**config.mk**
```make
export PLATFORM = sky130hd
export DESIGN_NAME = ram256x16_arbiter_flat
export DESIGN_NICKNAME = d
export VERILOG_FILES = /design/src/rtl/ram256x16_arbiter_if.sv /design/src/rtl/ram256x16_arbiter.sv /design/src/flat_wrapper.sv
export SDC_FILE = /design/constraint.sdc
export NUM_CORES = 1
export LEC_CHECK = 0
export BUFFER_PORTS_ARGS = -buffer_cell sky130_fd_sc_hd__buf_2
export CAP_MARGIN = 20
export CORE_ASPECT_RATIO = 2
export CORE_MARGIN = 4
export CORE_UTILIZATION = 34
export CTS_CLUSTER_DIAMETER = 30
export DETAILED_ROUTE_END_ITERATION = 6
export GPL_ROUTABILITY_DRIVEN = 0
export PLACE_DENSITY = 0.81
export SLEW_MARGIN = 20
export SYNTH_ARGS = -nofsm -noshare
export SYNTH_HDL_FRONTEND = slang
export SYNTH_SLANG_ARGS = --single-unit
export TNS_END_PERCENT = 5
```
**constraint.sdc**
```tcl
create_clock -name CLK -period 2.2 [get_ports CLK]
set_input_delay 0.44 -clock CLK [delete_from_list [all_inputs] [get_ports CLK]]
set_output_delay 0.44 -clock CLK [all_outputs]
set_load 0.05 [all_outputs]
```
**src/rtl/ram256x16_arbiter_if.sv**
```systemverilog
// Requester-side bus of the RAM256x16 arbiter: two read ports (A, B), one write port and BUSY.
// Handshake: X_REQ/W_REQ act as valid and X_GNT/W_ACK as ready; a transfer happens in a cycle where both are high, and an ungranted requester holds REQ and address stable until granted.
interface ram256x16_arbiter_if;
    logic        A_REQ;
    logic [7:0]  A_ADDR;
    logic        A_GNT;
    logic        A_VALID;
    logic        B_REQ;
    logic [7:0]  B_ADDR;
    logic        B_GNT;
    logic        B_VALID;
    logic [15:0] RDATA;
    logic        W_REQ;
    logic [7:0]  W_ADDR;
    logic [15:0] W_DATA;
    logic [15:0] W_MASK;
    logic        W_ACK;
    logic        BUSY;

    modport master (
        output A_REQ, A_ADDR, B_REQ, B_ADDR, W_REQ, W_ADDR, W_DATA, W_MASK,
        input  A_GNT, A_VALID, B_GNT, B_VALID, RDATA, W_ACK, BUSY
    );

    modport slave (
        input  A_REQ, A_ADDR, B_REQ, B_ADDR, W_REQ, W_ADDR, W_DATA, W_MASK,
        output A_GNT, A_VALID, B_GNT, B_VALID, RDATA, W_ACK, BUSY
    );
endinterface

```
**src/rtl/ram256x16_arbiter.sv**
```systemverilog
// Controller for one iCE40 RAM256x16: round-robin read sharing between A and B, a pass-through
// write port with read/write collision blocking, and an optional post-reset clear of all 256 words.
module ram256x16_arbiter #(
    parameter bit          CLR_EN    = 1'b1,
    parameter logic [15:0] CLR_VALUE = 16'h0000
) (
    input  logic                      CLK,
    input  logic                      RESET,
    ram256x16_arbiter_if.slave        bus,
    output logic                      RAM_RE,
    output logic                      RAM_RCLKE,
    output logic                      RAM_WE,
    output logic                      RAM_WCLKE,
    output logic [7:0]                RAM_RADDR,
    output logic [7:0]                RAM_WADDR,
    output logic [15:0]               RAM_WDATA,
    output logic [15:0]               RAM_MASK,
    input  logic [15:0]               RAM_RDATA,
    output logic                      o_dbg_state
);

    typedef enum logic {
        ST_INIT = 1'b0,
        ST_RUN  = 1'b1
    } state_t;

    state_t      r_state;
    logic        r_busy;
    logic [7:0]  r_cnt;
    logic        r_last_b;
    logic        r_a_valid;
    logic        r_b_valid;

    logic        w_run;
    logic        w_a_hit;
    logic        w_b_hit;
    logic        w_a_elig;
    logic        w_b_elig;
    logic        w_a_gnt;
    logic        w_b_gnt;
    logic        w_w_ack;

    // A read is held off while the same address is being written, so it never samples a half-updated word.
    assign w_run    = !r_busy;
    assign w_a_hit  = bus.W_REQ && (bus.W_ADDR == bus.A_ADDR);
    assign w_b_hit  = bus.W_REQ && (bus.W_ADDR == bus.B_ADDR);
    assign w_a_elig = w_run && bus.A_REQ && !w_a_hit;
    assign w_b_elig = w_run && bus.B_REQ && !w_b_hit;
    assign w_a_gnt  = w_a_elig && (!w_b_elig || r_last_b);
    assign w_b_gnt  = w_b_elig && (!w_a_elig || !r_last_b);
    assign w_w_ack  = w_run && bus.W_REQ;

    assign bus.A_GNT   = w_a_gnt;
    assign bus.B_GNT   = w_b_gnt;
    assign bus.A_VALID = r_a_valid;
    assign bus.B_VALID = r_b_valid;
    assign bus.RDATA   = RAM_RDATA;
    assign bus.W_ACK   = w_w_ack;
    assign bus.BUSY    = r_busy;

    assign RAM_RCLKE = 1'b1;
    assign RAM_WCLKE = 1'b1;
    assign RAM_RE    = w_a_gnt || w_b_gnt;
    assign RAM_RADDR = w_b_gnt ? bus.B_ADDR : bus.A_ADDR;

    // The clear sequencer owns the write port while busy.
    assign RAM_WE    = r_busy || w_w_ack;
    assign RAM_WADDR = r_busy ? r_cnt : bus.W_ADDR;
    assign RAM_WDATA = r_busy ? CLR_VALUE : bus.W_DATA;
    assign RAM_MASK  = r_busy ? 16'h0000 : bus.W_MASK;

    assign o_dbg_state = logic'(r_state);

    always_ff @(posedge CLK) begin
        if (RESET) begin
            r_state   <= CLR_EN ? ST_INIT : ST_RUN;
            r_busy    <= CLR_EN;
            r_cnt     <= 8'h00;
            r_last_b  <= 1'b1;
            r_a_valid <= 1'b0;
            r_b_valid <= 1'b0;
        end else begin
            r_a_valid <= w_a_gnt;
            r_b_valid <= w_b_gnt;
            if (w_a_gnt) begin
                r_last_b <= 1'b0;
            end else if (w_b_gnt) begin
                r_last_b <= 1'b1;
            end
            case (r_state)
                ST_INIT: begin
                    if (r_cnt == 8'hFF) begin
                        r_state <= ST_RUN;
                        r_busy  <= 1'b0;
                    end else begin
                        r_cnt <= r_cnt + 8'd1;
                    end
                end
                default: begin
                    r_busy <= 1'b0;
                end
            endcase
        end
    end

endmodule
```
**src/flat_wrapper.sv**
```systemverilog
// flat-port wrapper written by rule: the top's interface ports become plain ports
module ram256x16_arbiter_flat 
#(
    parameter bit          CLR_EN    = 1'b1,
    parameter logic [15:0] CLR_VALUE = 16'h0000
)
  (CLK, RESET, RAM_RE, RAM_RCLKE, RAM_WE, RAM_WCLKE, RAM_RADDR, RAM_WADDR, RAM_WDATA, RAM_MASK, RAM_RDATA, o_dbg_state, bus_A_REQ, bus_A_ADDR, bus_B_REQ, bus_B_ADDR, bus_W_REQ, bus_W_ADDR, bus_W_DATA, bus_W_MASK, bus_A_GNT, bus_A_VALID, bus_B_GNT, bus_B_VALID, bus_RDATA, bus_W_ACK, bus_BUSY);
  ram256x16_arbiter_if bus_i ();
  input  logic CLK;
  input  logic RESET;
  output logic RAM_RE;
  output logic RAM_RCLKE;
  output logic RAM_WE;
  output logic RAM_WCLKE;
  output logic [7:0] RAM_RADDR;
  output logic [7:0] RAM_WADDR;
  output logic [15:0] RAM_WDATA;
  output logic [15:0] RAM_MASK;
  input  logic [15:0] RAM_RDATA;
  output logic o_dbg_state;
  input wire logic [$bits(bus_i.A_REQ)-1:0] bus_A_REQ;
  input wire logic [$bits(bus_i.A_ADDR)-1:0] bus_A_ADDR;
  input wire logic [$bits(bus_i.B_REQ)-1:0] bus_B_REQ;
  input wire logic [$bits(bus_i.B_ADDR)-1:0] bus_B_ADDR;
  input wire logic [$bits(bus_i.W_REQ)-1:0] bus_W_REQ;
  input wire logic [$bits(bus_i.W_ADDR)-1:0] bus_W_ADDR;
  input wire logic [$bits(bus_i.W_DATA)-1:0] bus_W_DATA;
  input wire logic [$bits(bus_i.W_MASK)-1:0] bus_W_MASK;
  output wire logic [$bits(bus_i.A_GNT)-1:0] bus_A_GNT;
  output wire logic [$bits(bus_i.A_VALID)-1:0] bus_A_VALID;
  output wire logic [$bits(bus_i.B_GNT)-1:0] bus_B_GNT;
  output wire logic [$bits(bus_i.B_VALID)-1:0] bus_B_VALID;
  output wire logic [$bits(bus_i.RDATA)-1:0] bus_RDATA;
  output wire logic [$bits(bus_i.W_ACK)-1:0] bus_W_ACK;
  output wire logic [$bits(bus_i.BUSY)-1:0] bus_BUSY;
  assign bus_i.A_REQ = bus_A_REQ;
  assign bus_i.A_ADDR = bus_A_ADDR;
  assign bus_i.B_REQ = bus_B_REQ;
  assign bus_i.B_ADDR = bus_B_ADDR;
  assign bus_i.W_REQ = bus_W_REQ;
  assign bus_i.W_ADDR = bus_W_ADDR;
  assign bus_i.W_DATA = bus_W_DATA;
  assign bus_i.W_MASK = bus_W_MASK;
  assign bus_A_GNT = bus_i.A_GNT;
  assign bus_A_VALID = bus_i.A_VALID;
  assign bus_B_GNT = bus_i.B_GNT;
  assign bus_B_VALID = bus_i.B_VALID;
  assign bus_RDATA = bus_i.RDATA;
  assign bus_W_ACK = bus_i.W_ACK;
  assign bus_BUSY = bus_i.BUSY;
  ram256x16_arbiter #(.CLR_EN(CLR_EN), .CLR_VALUE(CLR_VALUE)) u_core (.CLK(CLK), .RESET(RESET), .bus(bus_i), .RAM_RE(RAM_RE), .RAM_RCLKE(RAM_RCLKE), .RAM_WE(RAM_WE), .RAM_WCLKE(RAM_WCLKE), .RAM_RADDR(RAM_RADDR), .RAM_WADDR(RAM_WADDR), .RAM_WDATA(RAM_WDATA), .RAM_MASK(RAM_MASK), .RAM_RDATA(RAM_RDATA), .o_dbg_state(o_dbg_state));
endmodule
```
; ---- Word-level counts from Yosys, hierarchy flattened
; Cells that the tools add are included.
[totals]
reg_bits = 13
input_bits = 77
out_inout_bits = 75
elab_cells = 44
[classes]
addsub = 1
n_eq_ne = 3
mux = 10
bitwise_logic = 2
n_reduce_logical = 22
[op_table]
columns = operator, count
row1 = 16-bit 2-to-1 mux, 2
row2 = 8-bit == test, 2
row3 = 8-bit 2-to-1 mux, 2
row4 = 1-bit logical AND, 9
row5 = "8-bit by 1-bit adder with 8-bit output, second input constant", 1
row6 = "8-bit == test, second input constant", 1
row7 = 1-bit logical NOT, 6
row8 = 1-bit 2-to-1 mux, 6
row9 = 1-bit logical OR, 4
row10 = 2-bit nonzero test, 2
row11 = 1-bit NOT, 2
row12 = 2-bit AND reduction, 1

; ---- Logic depth before layout (Yosys ltp)
; Gate-level depths: netlist of the first run.
[depth]
word_depth = 9
depth_mapped = 6
ltp_nobuf = 6

; ---- Least setup slack after synthesis of the first run
; Ideal clock, no wire load.
[synth_path]
kind = register -> output
startpoint = reg u_core.r_busy, in the netlist u_core.bus.BUSY
endpoint = out RAM_RADDR[0]
t_required_ns = 1.760
slack_ns = -0.119
t_arrival_ns = 1.879
n_path_buf = 2
stages_incl_launch_ff = 7
path_cell_list = dfxtp_1 clkbuf_1 inv_1 o311ai_4 o21ba_1 buf_6 mux2_4
[synth_via]
elab_chain_len = 7
elab_cells_between_ends = 9
classes_between = mux (1) / reduce/logical (8)
[synth_lines]
columns = element, line_no
row1 = "start, declared", ram256x16_arbiter.sv:28  ; logic r_busy;
row2 = "start signal, assigned", ram256x16_arbiter.sv:77  ; r_busy <= CLR_EN;
row3 = "start signal, assigned", ram256x16_arbiter.sv:94  ; r_busy <= 1'b0;
row4 = "start signal, assigned", ram256x16_arbiter.sv:100  ; r_busy <= 1'b0;
row5 = 1-bit logical NOT *, ram256x16_arbiter.sv:44  ; assign w_run = !r_busy;
row6 = 1-bit logical AND (2 in series), ram256x16_arbiter.sv:47  ; assign w_a_elig = w_run && bus.A_REQ && !w_a_hit;
row7 = 1-bit logical NOT, ram256x16_arbiter.sv:50  ; assign w_b_gnt = w_b_elig && (!w_a_elig || !r_last_b);
row8 = 1-bit logical OR, ram256x16_arbiter.sv:50
row9 = 1-bit logical AND *, ram256x16_arbiter.sv:50
row10 = net bus_B_GNT, flat_wrapper.sv:31  ; output wire logic [$bits(bus_i.B_GNT)-1:0] bus_B_GNT;
row11 = 8-bit 2-to-1 mux *, ram256x16_arbiter.sv:64  ; assign RAM_RADDR = w_b_gnt ? bus.B_ADDR : bus.A_ADDR;
row12 = "end, declared", flat_wrapper.sv:15  ; output logic [7:0] RAM_RADDR;
; The timed path passes the listed nets; every way through them passes the cells marked *.

; ---- Final worst setup path of the first run
[layout_path]
startpoint = in bus_W_ADDR[1]
endpoint = out RAM_RADDR[2]
[layout_via]
elab_chain_len = 8
elab_cells_between_ends = 12
classes_between = eq/ne (2) / mux (1) / reduce/logical (9)
[layout_lines]
columns = element, line_no
row1 = "start, declared", flat_wrapper.sv:26  ; input wire logic [$bits(bus_i.W_ADDR)-1:0] bus_W_ADDR;
row2 = 8-bit == test, ram256x16_arbiter.sv:45  ; assign w_a_hit = bus.W_REQ && (bus.W_ADDR == bus.A_ADDR);
row3 = 1-bit logical AND, ram256x16_arbiter.sv:45
row4 = 1-bit logical NOT, ram256x16_arbiter.sv:47
row5 = 1-bit logical AND, ram256x16_arbiter.sv:47
row6 = 1-bit logical NOT, ram256x16_arbiter.sv:50
row7 = 1-bit logical OR, ram256x16_arbiter.sv:50
row8 = 1-bit logical AND *, ram256x16_arbiter.sv:50
row9 = 8-bit 2-to-1 mux *, ram256x16_arbiter.sv:64
; Every way passes the cells marked *; elsewhere a longest branch is shown, timed or not.

==> results of run 1 <==
cells in the final DEF (no fill, tap or decap):
cell type,synthesis,final
sky130_fd_sc_hd__a211o_1,1,1
sky130_fd_sc_hd__a21oi_1,4,4
sky130_fd_sc_hd__a311oi_1,1,1
sky130_fd_sc_hd__buf_12,0,1
sky130_fd_sc_hd__buf_2,0,102
sky130_fd_sc_hd__buf_4,18,15
sky130_fd_sc_hd__buf_6,1,10
sky130_fd_sc_hd__buf_8,0,3
sky130_fd_sc_hd__clkbuf_1,6,1
sky130_fd_sc_hd__clkbuf_8,0,3
sky130_fd_sc_hd__conb_1,1,2
sky130_fd_sc_hd__dfxtp_1,13,12
sky130_fd_sc_hd__dfxtp_2,0,1
sky130_fd_sc_hd__ha_1,1,1
sky130_fd_sc_hd__inv_1,3,3
sky130_fd_sc_hd__mux2_2,8,8
sky130_fd_sc_hd__mux2_4,8,8
sky130_fd_sc_hd__nand2_1,9,9
sky130_fd_sc_hd__nand3_1,4,4
sky130_fd_sc_hd__nand3b_1,1,1
sky130_fd_sc_hd__nand4_1,2,2
sky130_fd_sc_hd__nor2_1,8,8
sky130_fd_sc_hd__nor2b_1,34,34
sky130_fd_sc_hd__nor3_1,4,4
sky130_fd_sc_hd__nor4_1,1,1
sky130_fd_sc_hd__o21ai_0,3,3
sky130_fd_sc_hd__o21ba_4,0,1
sky130_fd_sc_hd__o21bai_1,1,1
sky130_fd_sc_hd__o311ai_4,1,2
sky130_fd_sc_hd__o31ai_2,1,1
sky130_fd_sc_hd__or2_2,1,1
sky130_fd_sc_hd__or3_1,2,2
sky130_fd_sc_hd__xnor2_1,18,7
sky130_fd_sc_hd__xnor2_2,0,10
sky130_fd_sc_hd__xnor2_4,0,1
sky130_fd_sc_hd__xor2_1,1,1
state kept, by name, summed over array words and instances (netlist names):
signal and flops:
u_core.o_dbg_state 1, u_core.r_cnt 8, u_core.bus.BUSY 1, u_core.bus.A_VALID 1, u_core.bus.B_VALID 1, u_core.r_last_b 1
cells by family after synthesis:
| logic type | share of synthesized area, % |
|---|---|
| compound gates | 9.48 |
| xor+xnor | 12.6 |
| flops | 19.7 |
| buf+inv | 13.6 |
| mux | 15.9 |
| other cells | 0.284 |
| fa+ha+maj | 0.948 |
| simple gates | 27.4 |
per-layer routing:
metal | GRT usage [%] | part of all wire (%) | vias to the layer above | routed length [um]
met5 | 0 | 0 | - | 0
met4 | 9.41 | 2.9 | 0 | 139
met3 | 2.02 | 9.4 | 22 | 447
met2 | 37.8 | 58 | 82 | 2770
met1 | 15.6 | 30 | 679 | 1410
li1 | - | - | 725 | -
power by group through the flow:
| stage | registers, mW | logic (mW) | clock network, mW |
|---|---|---|---|
| 2_1_floorplan | 0.249 | 0.201 | 0 |
| 3_3_place_gp | 0.251 | 0.212 | 0 |
| 3_5_place_dp | 0.252 | 0.215 | 0 |
| 4_1_cts | 0.247 | 0.253 | 0.221 |
| 5_1_grt | 0.247 | 0.275 | 0.227 |
| 6_report | 0.248 | 0.259 | 0.218 |
per-stage QoR:
step | hold WS (ns) | utilization (%)
after global routing | 0.498 | 59.0
after detailed placement | 0.477 | 51.9
after floorplan | 0.459 | -
final | 0.493 | 59.0
after CTS | 0.491 | 58.1
after global placement | 0.473 | 51.9
worst max-delay path, cell delays in order:
cell                       delay [ns]
sky130_fd_sc_hd__buf_6           0.11
sky130_fd_sc_hd__xnor2_2         0.17
sky130_fd_sc_hd__nand4_1         0.16
sky130_fd_sc_hd__o311ai_4        0.31
sky130_fd_sc_hd__o21ba_4         0.21
sky130_fd_sc_hd__buf_12          0.14
sky130_fd_sc_hd__mux2_4          0.31
sky130_fd_sc_hd__buf_8           0.15
final cells by class:
cell class	instances	area, sq um
repair buffers	131	801
flip-flops and latches	13	262
fillers	319	1510
inverters	3	11.3
clock buffers	4	45.0
multi-input cells	118	993
well taps	49	61.3
path summary, 6_finish.rpt:
check | startpoint | end | slack (ns) | cells past startpoint
setup / recovery | bus_W_ADDR[1] | RAM_RADDR[2] | -0.24 | 8
hold / removal | u_core.r_last_b$_SDFFE_PP1P_ | u_core.r_last_b$_SDFFE_PP1P_ | 0.49 | 1
setup reg to reg | u_core.r_cnt[1]$_SDFFE_PP0P_ | u_core.r_cnt[0]$_SDFFE_PP0P_ | 0.39 | 6
hold reg to reg | u_core.r_last_b$_SDFFE_PP1P_ | u_core.r_last_b$_SDFFE_PP1P_ | 0.49 | 1
repair_timing:
| item | in CTS | in global routing |
|---|---|---|
| pin swaps | 8 | 0 |
| setup endpoints to repair | 9 | 10 |
| buffers inserted | 1 | 0 |
| resized for setup | 40 | 6 |
==> run_summary.xml, run 1 <==
<?xml version="1.0" encoding="UTF-8"?>
<metrics>
  <group name="floorplanning">
    <metric name="die-area" unit="sq um">5000</metric>
    <metric name="die_height" unit="um">96.1</metric>
    <metric name="fp.coreArea" unit="sq um">3680</metric>
    <metric name="top_level_i_o_count" unit="">152</metric>
    <metric name="floorplan.initialDensity" unit="%">35.8</metric>
    <metric name="dieWidth" unit="um">52.1</metric>
    <metric name="row_count" unit="">31</metric>
  </group>
  <group name="yosys">
    <metric name="synth_top_area_share" unit="%">19.7</metric>
    <metric name="ys_async_sr_fraction" unit="%">0</metric>
    <metric name="yosys.area.top_type" unit="">sky130_fd_sc_hd__dfxtp_1</metric>
    <metric name="ys_seq_elements" unit="">13</metric>
    <metric name="number_of_synthesized_flops_with_an_enable_pin" unit="">0</metric>
    <metric name="ys_warn_count" unit="">0</metric>
    <metric name="post_synth_top_flop" unit="">sky130_fd_sc_hd__dfxtp_1</metric>
    <metric name="synth.most_common_cell" unit="">sky130_fd_sc_hd__nor2b_1</metric>
    <metric name="syn_avg_cell_area" unit="sq um">8.35</metric>
    <metric name="synth_top_cells_by_count" unit="">sky130_fd_sc_hd__nor2b_1, sky130_fd_sc_hd__buf_4, sky130_fd_sc_hd__xnor2_1</metric>
    <metric name="post_synth_instance_area" unit="sq um">1320</metric>
    <metric name="postSynthCellCount" unit="">158</metric>
    <metric name="ys_seq_area_share" unit="%">19.7</metric>
    <metric name="synth.lib_cells_used.distinct" unit="">30</metric>
    <metric name="synth_area_leaders" unit="">sky130_fd_sc_hd__dfxtp_1, sky130_fd_sc_hd__nor2b_1, sky130_fd_sc_hd__xnor2_1, sky130_fd_sc_hd__buf_4, sky130_fd_sc_hd__mux2_4</metric>
  </group>
  <group name="final_layout">
    <metric name="drive_gt1_share" unit="%">62.1</metric>
    <metric name="nNetsFinal" unit="">348</metric>
    <metric name="final-instance-count-excl-fill" unit="">318</metric>
    <metric name="fin_area" unit="sq um">2170</metric>
    <metric name="areaGrowthSynthToFinish" unit="%">64.6</metric>
    <metric name="antenna_fix_cells" unit="">0</metric>
  </group>
  <group name="cts">
    <metric name="htree_num_levels" unit="">1</metric>
    <metric name="cts_inserted_buffers" unit="">3</metric>
    <metric name="hold_buffers" unit="">0</metric>
    <metric name="worst_setup_hold_path_clk_slew" unit="ns">0.05</metric>
    <metric name="cts_buffer_depth" unit="">2</metric>
    <metric name="root_buffer" unit="">sky130_fd_sc_hd__clkbuf_8</metric>
    <metric name="clkSinkCount" unit="">13</metric>
    <metric name="cts_tree" unit="">yes</metric>
    <metric name="clkLatencyLatePin" unit="ns">0.25</metric>
  </group>
  <group name="hold_path">
    <metric name="worstHoldPathType" unit="">reg2reg</metric>
  </group>
  <group name="placement">
    <metric name="placedCellCount" unit="">313</metric>
    <metric name="io_buffers" unit="">117</metric>
    <metric name="detailedPlace.worstSlack" unit="ns">-0.346</metric>
    <metric name="placedInstanceArea" unit="sq um">1910</metric>
    <metric name="post-dp-hpwl" unit="um">3800</metric>
  </group>
  <group name="power_and_ir_drop">
    <metric name="power.clock.fraction" unit="%">30.0</metric>
    <metric name="p_seq_share" unit="%">34.2</metric>
    <metric name="net_switching_power" unit="mW">0.225</metric>
    <metric name="power_report.internal_total" unit="mW">0.500</metric>
    <metric name="max-vdd-ir-drop" unit="V">0.000327</metric>
    <metric name="power_density" unit="nW/um^2">333</metric>
    <metric name="pwr-share-comb" unit="%">35.8</metric>
    <metric name="finalPower" unit="mW">0.725</metric>
    <metric name="power.leakage" unit="nW">1.12</metric>
    <metric name="power.switching_fraction" unit="%">31.0</metric>
  </group>
  <group name="grt">
    <metric name="antenna_found_initial" unit="">0</metric>
    <metric name="grt_use_total" unit="%">18.2</metric>
    <metric name="first_global_vias" unit="">1436</metric>
    <metric name="grt_start_max_net_pins" unit="">44</metric>
    <metric name="grt-ovfl-total" unit="">0</metric>
    <metric name="first_pass_grt_wire_length" unit="um">6800</metric>
  </group>
  <group name="sta">
    <metric name="fin_setup_tns" unit="ns">-1.85</metric>
    <metric name="finalHoldViolations" unit="">0</metric>
    <metric name="timing.final.ws_setup" unit="ns">-0.240</metric>
    <metric name="grt_setup_unrepaired" unit="">yes</metric>
    <metric name="slew_viol_final" unit="">0</metric>
    <metric name="finalSetupViolCount" unit="">8</metric>
    <metric name="final.period_utilization" unit="%">111</metric>
    <metric name="clock.fmax" unit="MHz">410</metric>
    <metric name="finClkSkew" unit="ns">0.00145</metric>
    <metric name="finalWorstPathRequiredPeriod" unit="ns">2.44</metric>
  </group>
  <group name="run_status">
    <metric name="failed_checks" unit="">negative setup slack</metric>
    <metric name="run_status" unit="">finished, violations left</metric>
  </group>
  <group name="worst_setup_path">
    <metric name="worst_setup_path_end_kind" unit="">primary output</metric>
    <metric name="critical_path_required" unit="ns">1.76</metric>
    <metric name="critical_path_class" unit="">in2out</metric>
    <metric name="crit_fanout" unit="">7</metric>
    <metric name="worst-endpoint-arrival" unit="ns">2.00</metric>
    <metric name="critPathLaunchType" unit="">input port</metric>
  </group>
  <group name="detailed_routing">
    <metric name="dr.first_iter.drc_count" unit="">19</metric>
    <metric name="drt-total-wl" unit="um">4770</metric>
    <metric name="drt_pre_antenna_iters" unit="">4</metric>
    <metric name="vias" unit="">1508</metric>
    <metric name="vias_per_cell" unit="">4.74</metric>
    <metric name="remaining_drcs" unit="">0</metric>
    <metric name="antenna_left" unit="">0</metric>
    <metric name="detail_routed_net_length_per_standard_cell" unit="um">15.0</metric>
  </group>
  <group name="job">
    <metric name="count_of_max_cap_constraint_violations" unit="">0</metric>
  </group>
</metrics>
Note: power is estimated with default switching activity, not from simulation.
==> run 2: changes to the inputs <==
--- a/config.mk
+++ b/config.mk
@@ -13,7 +13,9 @@
 export CTS_CLUSTER_DIAMETER = 30
 export DETAILED_ROUTE_END_ITERATION = 6
 export GPL_ROUTABILITY_DRIVEN = 0
+export GPL_TIMING_DRIVEN = 0
 export PLACE_DENSITY = 0.81
+export SKIP_CTS_REPAIR_TIMING = 1
 export SLEW_MARGIN = 20
 export SYNTH_ARGS = -nofsm -noshare
 export SYNTH_HDL_FRONTEND = slang
==> run_summary.xml, run 2 (synthesis gave the netlist of run 1 again) <==
<?xml version="1.0" encoding="UTF-8"?>
<metrics>
  <group name="cts">
    <metric name="clkLatencyLatePin" unit="ns">0.24</metric>
    <metric name="htree_num_levels" unit="">1</metric>
    <metric name="worst_setup_hold_path_clk_slew" unit="ns">0.05</metric>
    <metric name="root_buffer" unit="">sky130_fd_sc_hd__clkbuf_8</metric>
    <metric name="cts_tree" unit="">yes</metric>
    <metric name="clkSinkCount" unit="">13</metric>
    <metric name="cts_buffer_depth" unit="">2</metric>
    <metric name="cts_inserted_buffers" unit="">3</metric>
  </group>
  <group name="sta">
    <metric name="slew_viol_final" unit="">0</metric>
    <metric name="timing.slew.headroom" unit="%">54.2</metric>
    <metric name="grt_setup_unrepaired" unit="">yes</metric>
    <metric name="worst_pin_slew" unit="ns">0.682</metric>
    <metric name="timing.final.ws_setup" unit="ns">-0.254</metric>
    <metric name="fin_setup_tns" unit="ns">-1.93</metric>
    <metric name="finalHoldViolations" unit="">0</metric>
    <metric name="clock.fmax" unit="MHz">408</metric>
    <metric name="finalWorstPathRequiredPeriod" unit="ns">2.45</metric>
    <metric name="finalSetupViolCount" unit="">8</metric>
    <metric name="holdWs" unit="ns">0.402</metric>
    <metric name="final.period_utilization" unit="%">112</metric>
    <metric name="finClkSkew" unit="ns">0.00115</metric>
  </group>
  <group name="final_layout">
    <metric name="filler_cell_count" unit="">333</metric>
    <metric name="layout.cells.most_common_list" unit="">sky130_fd_sc_hd__buf_2, sky130_fd_sc_hd__nor2b_1, sky130_fd_sc_hd__buf_4, sky130_fd_sc_hd__buf_6, sky130_fd_sc_hd__dfxtp_1</metric>
    <metric name="nNetsFinal" unit="">378</metric>
    <metric name="antenna_fix_cells" unit="">0</metric>
    <metric name="regMostFlops" unit="">u_core.r_cnt</metric>
    <metric name="fin_area" unit="sq um">2350</metric>
    <metric name="layout.cells.most_common" unit="">sky130_fd_sc_hd__buf_2</metric>
    <metric name="areaGrowthSynthToFinish" unit="%">78.4</metric>
    <metric name="drive_gt1_share" unit="%">63.9</metric>
    <metric name="largest_register_ffs" unit="">8</metric>
  </group>
  <group name="detailed_routing">
    <metric name="detail_routed_net_length_per_standard_cell" unit="um">15.3</metric>
    <metric name="drt-total-wl" unit="um">5330</metric>
    <metric name="vias" unit="">1654</metric>
    <metric name="drt_pre_antenna_iters" unit="">4</metric>
    <metric name="vias_per_cell" unit="">4.75</metric>
    <metric name="remaining_drcs" unit="">0</metric>
    <metric name="dr.first_iter.drc_count" unit="">37</metric>
    <metric name="antenna_left" unit="">0</metric>
  </group>
  <group name="power_and_ir_drop">
    <metric name="power.leakage" unit="nW">1.23</metric>
    <metric name="finalPower" unit="mW">0.803</metric>
    <metric name="power_density" unit="nW/um^2">341</metric>
    <metric name="max-vdd-ir-drop" unit="V">0.000378</metric>
  </group>
  <group name="worst_setup_path">
    <metric name="critical_path_required" unit="ns">1.76</metric>
    <metric name="reg2reg_setup_slack" unit="ns">0.18</metric>
    <metric name="critPathLaunchType" unit="">input port</metric>
    <metric name="cpPeakStageDelay" unit="ns">0.37</metric>
    <metric name="crit_path_cell_trace" unit="">buf_8, xnor2_2, nand4_1, o311ai_4, o21ba_4, mux2_4, buf_6</metric>
    <metric name="worst_setup_path_end_kind" unit="">primary output</metric>
    <metric name="critical_path_class" unit="">in2out</metric>
    <metric name="worst-endpoint-arrival" unit="ns">2.01</metric>
    <metric name="critPathTopFamily" unit="">compound AO/OA/AOI/OAI gates</metric>
    <metric name="worstPathBufferInverterCount" unit="">2</metric>
    <metric name="cpMaxStageDelayCell" unit="">sky130_fd_sc_hd__o311ai_4</metric>
    <metric name="crit_fanout" unit="">5</metric>
  </group>
  <group name="floorplanning">
    <metric name="floorplan.initialDensity" unit="%">35.8</metric>
    <metric name="top_level_i_o_count" unit="">152</metric>
    <metric name="row_count" unit="">31</metric>
    <metric name="fp.coreArea" unit="sq um">3680</metric>
    <metric name="die_height" unit="um">96.1</metric>
    <metric name="die-area" unit="sq um">5000</metric>
    <metric name="dieWidth" unit="um">52.1</metric>
  </group>
  <group name="placement">
    <metric name="placedInstanceArea" unit="sq um">2060</metric>
    <metric name="detailedPlace.worstSlack" unit="ns">-0.460</metric>
    <metric name="io_buffers" unit="">133</metric>
    <metric name="post-dp-hpwl" unit="um">4260</metric>
  </group>
  <group name="run_status">
    <metric name="failed_checks" unit="">negative setup slack</metric>
    <metric name="run_status" unit="">finished, violations left</metric>
  </group>
  <group name="grt">
    <metric name="grt_use_total" unit="%">18.5</metric>
    <metric name="antenna_found_initial" unit="">0</metric>
    <metric name="first_global_vias" unit="">1473</metric>
    <metric name="first_pass_grt_wire_length" unit="um">6950</metric>
    <metric name="grt_start_max_net_pins" unit="">11</metric>
    <metric name="grt-ovfl-total" unit="">0</metric>
  </group>
  <group name="job">
    <metric name="count_of_max_cap_constraint_violations" unit="">0</metric>
  </group>
  <group name="hold_path">
    <metric name="worstHoldPathType" unit="">in2reg</metric>
  </group>
</metrics>
[run 2: cell count changes in the layout (fill, tap and decap cells not counted), sizes merged]
cell,delta
clkbuf,+5
buf,+24
o21ba,+1
[run 2: power breakdown]
group          switching (mW)  internal (mW)
logic                   0.188          0.157
registers             0.00658          0.241
clock network          0.0837          0.128
[run 2: layer usage]
| layer | vias to the layer above | wire, um | track usage, % |
|---|---|---|---|
| met3 | 9 | 629 | 4.34 |
| met5 | - | 0 | 0 |
| met1 | 735 | 1540 | 15.6 |
| li1 | 786 | - | - |
| met2 | 124 | 3060 | 39.0 |
| met4 | 0 | 102 | 5.69 |
[run 2: final timing paths]
kind	from	to	depth (start not counted)
max	bus_A_ADDR[3]	RAM_RADDR[0]	7
min	RESET	u_core.bus.B_VALID$_SDFF_PP0_	2
min reg2reg	u_core.r_last_b$_SDFFE_PP1P_	u_core.r_last_b$_SDFFE_PP1P_	1
max reg2reg	u_core.r_cnt[0]$_SDFFE_PP0P_	u_core.r_cnt[5]$_SDFFE_PP0P_	6
[run 2: layout make-up]
cell class / instances / area [sq um] / area share (%)
clock buffer: 4 / 45.0 / 1.91
timing repair buffer: 137 / 822 / 34.9
buffer: 23 / 154 / 6.54
inverter: 3 / 11.3 / 0.478
sequential: 13 / 262 / 11.1
multi-input combinational: 119 / 1000 / 42.5
tap: 49 / 61.3 / 2.60
[run 2: per-stage QoR]
| step | utilization [%] | instances |
|---|---|---|
| 2_1_floorplan | - | 159 |
| 3_3_place_gp | 55.9 | 341 |
| 3_5_place_dp | 55.9 | 341 |
| 4_1_cts | 57.1 | 345 |
| 5_1_grt | 63.9 | 348 |
| 6_report | 63.9 | 348 |
==> run 3: changes to the inputs <==
--- a/config.mk
+++ b/config.mk
@@ -14,7 +14,7 @@
 export DETAILED_ROUTE_END_ITERATION = 6
 export GPL_ROUTABILITY_DRIVEN = 0
 export GPL_TIMING_DRIVEN = 0
-export PLACE_DENSITY = 0.81
+export PLACE_DENSITY_LB_ADDON = 0.08
 export SKIP_CTS_REPAIR_TIMING = 1
 export SLEW_MARGIN = 20
 export SYNTH_ARGS = -nofsm -noshare
==> run_summary.xml, run 3 (synthesis gave the netlist of run 1 again) <==
<?xml version="1.0" encoding="UTF-8"?>
<metrics>
  <group name="run_status">
    <metric name="run_status" unit="">finished, violations left</metric>
    <metric name="failed_checks" unit="">negative setup slack</metric>
  </group>
  <group name="sta">
    <metric name="timing.final.ws_setup" unit="ns">-0.270</metric>
    <metric name="final.period_utilization" unit="%">112</metric>
    <metric name="grt_setup_unrepaired" unit="">yes</metric>
    <metric name="timing.slew.headroom" unit="%">59.3</metric>
    <metric name="fin_setup_tns" unit="ns">-3.15</metric>
    <metric name="finalSetupViolCount" unit="">15</metric>
    <metric name="worst_pin_slew" unit="ns">0.606</metric>
    <metric name="clock.fmax" unit="MHz">405</metric>
    <metric name="slew_viol_final" unit="">0</metric>
    <metric name="finalHoldViolations" unit="">0</metric>
    <metric name="finalWorstPathRequiredPeriod" unit="ns">2.47</metric>
    <metric name="finClkSkew" unit="ns">0.00303</metric>
  </group>
  <group name="placement">
    <metric name="placedCellCount" unit="">341</metric>
    <metric name="io_buffers" unit="">133</metric>
    <metric name="post-dp-hpwl" unit="um">4280</metric>
    <metric name="placedInstanceArea" unit="sq um">2060</metric>
  </group>
  <group name="floorplanning">
    <metric name="die_height" unit="um">96.1</metric>
    <metric name="dieWidth" unit="um">52.1</metric>
    <metric name="fp.coreArea" unit="sq um">3680</metric>
    <metric name="row_count" unit="">31</metric>
    <metric name="top_level_i_o_count" unit="">152</metric>
    <metric name="floorplan.initialDensity" unit="%">35.8</metric>
    <metric name="die-area" unit="sq um">5000</metric>
  </group>
  <group name="worst_setup_path">
    <metric name="critPathTopFamily" unit="">compound AO/OA/AOI/OAI gates</metric>
    <metric name="worstPathBufferInverterCount" unit="">3</metric>
    <metric name="crit_path_cell_trace" unit="">buf_8, xnor2_1, nand2_1, o311ai_4, o21ba_4, buf_12, mux2_4, buf_8</metric>
    <metric name="critical_path_class" unit="">in2out</metric>
    <metric name="reg2reg_setup_slack" unit="ns">0.29</metric>
    <metric name="critical_path.reg2reg.endpoint" unit="">u_core.r_cnt[5]$_SDFFE_PP0P_</metric>
    <metric name="cp_num_cells" unit="">8</metric>
    <metric name="cpPeakStageDelay" unit="ns">0.34</metric>
    <metric name="crit-reg2reg-launch" unit="">u_core.r_cnt[1]$_SDFFE_PP0P_</metric>
    <metric name="worst-endpoint-arrival" unit="ns">2.03</metric>
    <metric name="critical_path_required" unit="ns">1.76</metric>
    <metric name="cpMaxStageDelayCell" unit="">sky130_fd_sc_hd__o311ai_4</metric>
    <metric name="worst_setup_path_end_kind" unit="">primary output</metric>
    <metric name="crit_fanout" unit="">5</metric>
    <metric name="critPathLaunchType" unit="">input port</metric>
    <metric name="worst_reg_to_reg_cells" unit="">6</metric>
    <metric name="cpMostUsedCell" unit="">sky130_fd_sc_hd__buf_8</metric>
  </group>
  <group name="detailed_routing">
    <metric name="remaining_drcs" unit="">0</metric>
    <metric name="drt_pre_antenna_iters" unit="">4</metric>
    <metric name="vias_per_cell" unit="">4.55</metric>
    <metric name="dr.first_iter.drc_count" unit="">15</metric>
    <metric name="drt-total-wl" unit="um">5030</metric>
    <metric name="vias" unit="">1588</metric>
    <metric name="detail_routed_net_length_per_standard_cell" unit="um">14.4</metric>
    <metric name="antenna_left" unit="">0</metric>
  </group>
  <group name="final_layout">
    <metric name="layout.cells.most_common_list" unit="">sky130_fd_sc_hd__buf_2, sky130_fd_sc_hd__nor2b_1, sky130_fd_sc_hd__buf_4, sky130_fd_sc_hd__buf_6, sky130_fd_sc_hd__dfxtp_1</metric>
    <metric name="drive_gt1_share" unit="%">62.7</metric>
    <metric name="antenna_fix_cells" unit="">0</metric>
    <metric name="nNetsFinal" unit="">379</metric>
    <metric name="filler_cell_count" unit="">332</metric>
    <metric name="final_core_utilization" unit="%">64.1</metric>
    <metric name="regMostFlops" unit="">u_core.r_cnt</metric>
    <metric name="fin_area" unit="sq um">2360</metric>
    <metric name="final-instance-count-excl-fill" unit="">349</metric>
    <metric name="areaGrowthSynthToFinish" unit="%">78.9</metric>
    <metric name="largest_register_ffs" unit="">8</metric>
    <metric name="layout.cells.most_common" unit="">sky130_fd_sc_hd__buf_2</metric>
  </group>
  <group name="grt">
    <metric name="antenna_found_initial" unit="">0</metric>
    <metric name="first_pass_grt_wire_length" unit="um">7000</metric>
    <metric name="grt_use_total" unit="%">18.2</metric>
    <metric name="first_global_vias" unit="">1529</metric>
    <metric name="grt_start_max_net_pins" unit="">11</metric>
    <metric name="grt-ovfl-total" unit="">0</metric>
  </group>
  <group name="cts">
    <metric name="htree_num_levels" unit="">1</metric>
    <metric name="cts_buffer_depth" unit="">2</metric>
    <metric name="cts_inserted_buffers" unit="">3</metric>
    <metric name="cts_tree" unit="">yes</metric>
    <metric name="root_buffer" unit="">sky130_fd_sc_hd__clkbuf_8</metric>
    <metric name="clkSinkCount" unit="">13</metric>
    <metric name="clkLatencyLatePin" unit="ns">0.24</metric>
    <metric name="worst_setup_hold_path_clk_slew" unit="ns">0.05</metric>
  </group>
  <group name="power_and_ir_drop">
    <metric name="finalPower" unit="mW">0.795</metric>
    <metric name="max-vdd-ir-drop" unit="V">0.000328</metric>
    <metric name="power.leakage" unit="nW">1.23</metric>
    <metric name="power_density" unit="nW/um^2">337</metric>
  </group>
  <group name="hold_path">
    <metric name="whs_endpoint" unit="">u_core.r_cnt[2]$_SDFFE_PP0P_</metric>
    <metric name="min_delay_path_depth" unit="">2</metric>
    <metric name="min_from" unit="">RESET</metric>
    <metric name="worstHoldPathType" unit="">in2reg</metric>
  </group>
  <group name="job">
    <metric name="count_of_max_cap_constraint_violations" unit="">0</metric>
  </group>
</metrics>
run 3: cell count changes in the layout (fill, tap and decap cells not counted), moves of 2 or more:
cell	change
sky130_fd_sc_hd__xnor2_2	-2
sky130_fd_sc_hd__buf_8	+2
sky130_fd_sc_hd__buf_6	-3
sky130_fd_sc_hd__xnor2_1	+2
run 3: report_power, final:
| group | internal, mW | switching, mW | total, mW |
|---|---|---|---|
| logic | 0.154 | 0.184 | 0.339 |
| clock network | 0.128 | 0.0821 | 0.210 |
| registers | 0.241 | 0.00618 | 0.247 |
| total | 0.523 | 0.273 | 0.795 |
run 3: worst max path at each step:
stage | startpoint | to
floorplan | bus_W_ADDR[6] | RAM_RADDR[0]
global placement | bus_W_ADDR[4] | RAM_RADDR[1]
detailed placement | bus_W_ADDR[4] | RAM_RADDR[1]
CTS | bus_W_ADDR[4] | RAM_RADDR[1]
global route | bus_W_ADDR[5] | RAM_RADDR[1]
finish | bus_W_ADDR[4] | RAM_RADDR[1]
run 3: cell type report:
type / instances / area (sq um) / share of cell area (%)
Multi-Input combinational cell: 118 / 963 / 40.8
Timing Repair Buffer: 137 / 841 / 35.6
Sequential cell: 13 / 262 / 11.1
Buffer: 25 / 178 / 7.53
Tap cell: 49 / 61.3 / 2.60
Clock buffer: 4 / 45.0 / 1.91
Inverter: 3 / 11.3 / 0.477
run 3: layer usage:
| metal | wire, um | track usage [%] |
|---|---|---|
| met1 | 1580 | 16.7 |
| met2 | 2850 | 37.9 |
| met3 | 560 | 4.19 |
| met4 | 40 | 3.94 |
| met5 | 0 | 0 |
run 3: per-stage QoR:
stage                     setup slack, ns  hold slack [ns]
after floorplan                  -0.00876            0.459
after global placement             -0.405            0.470
after detailed placement           -0.413            0.484
after CTS                          -0.414            0.418
after global routing               -0.327            0.420
final                              -0.270            0.418
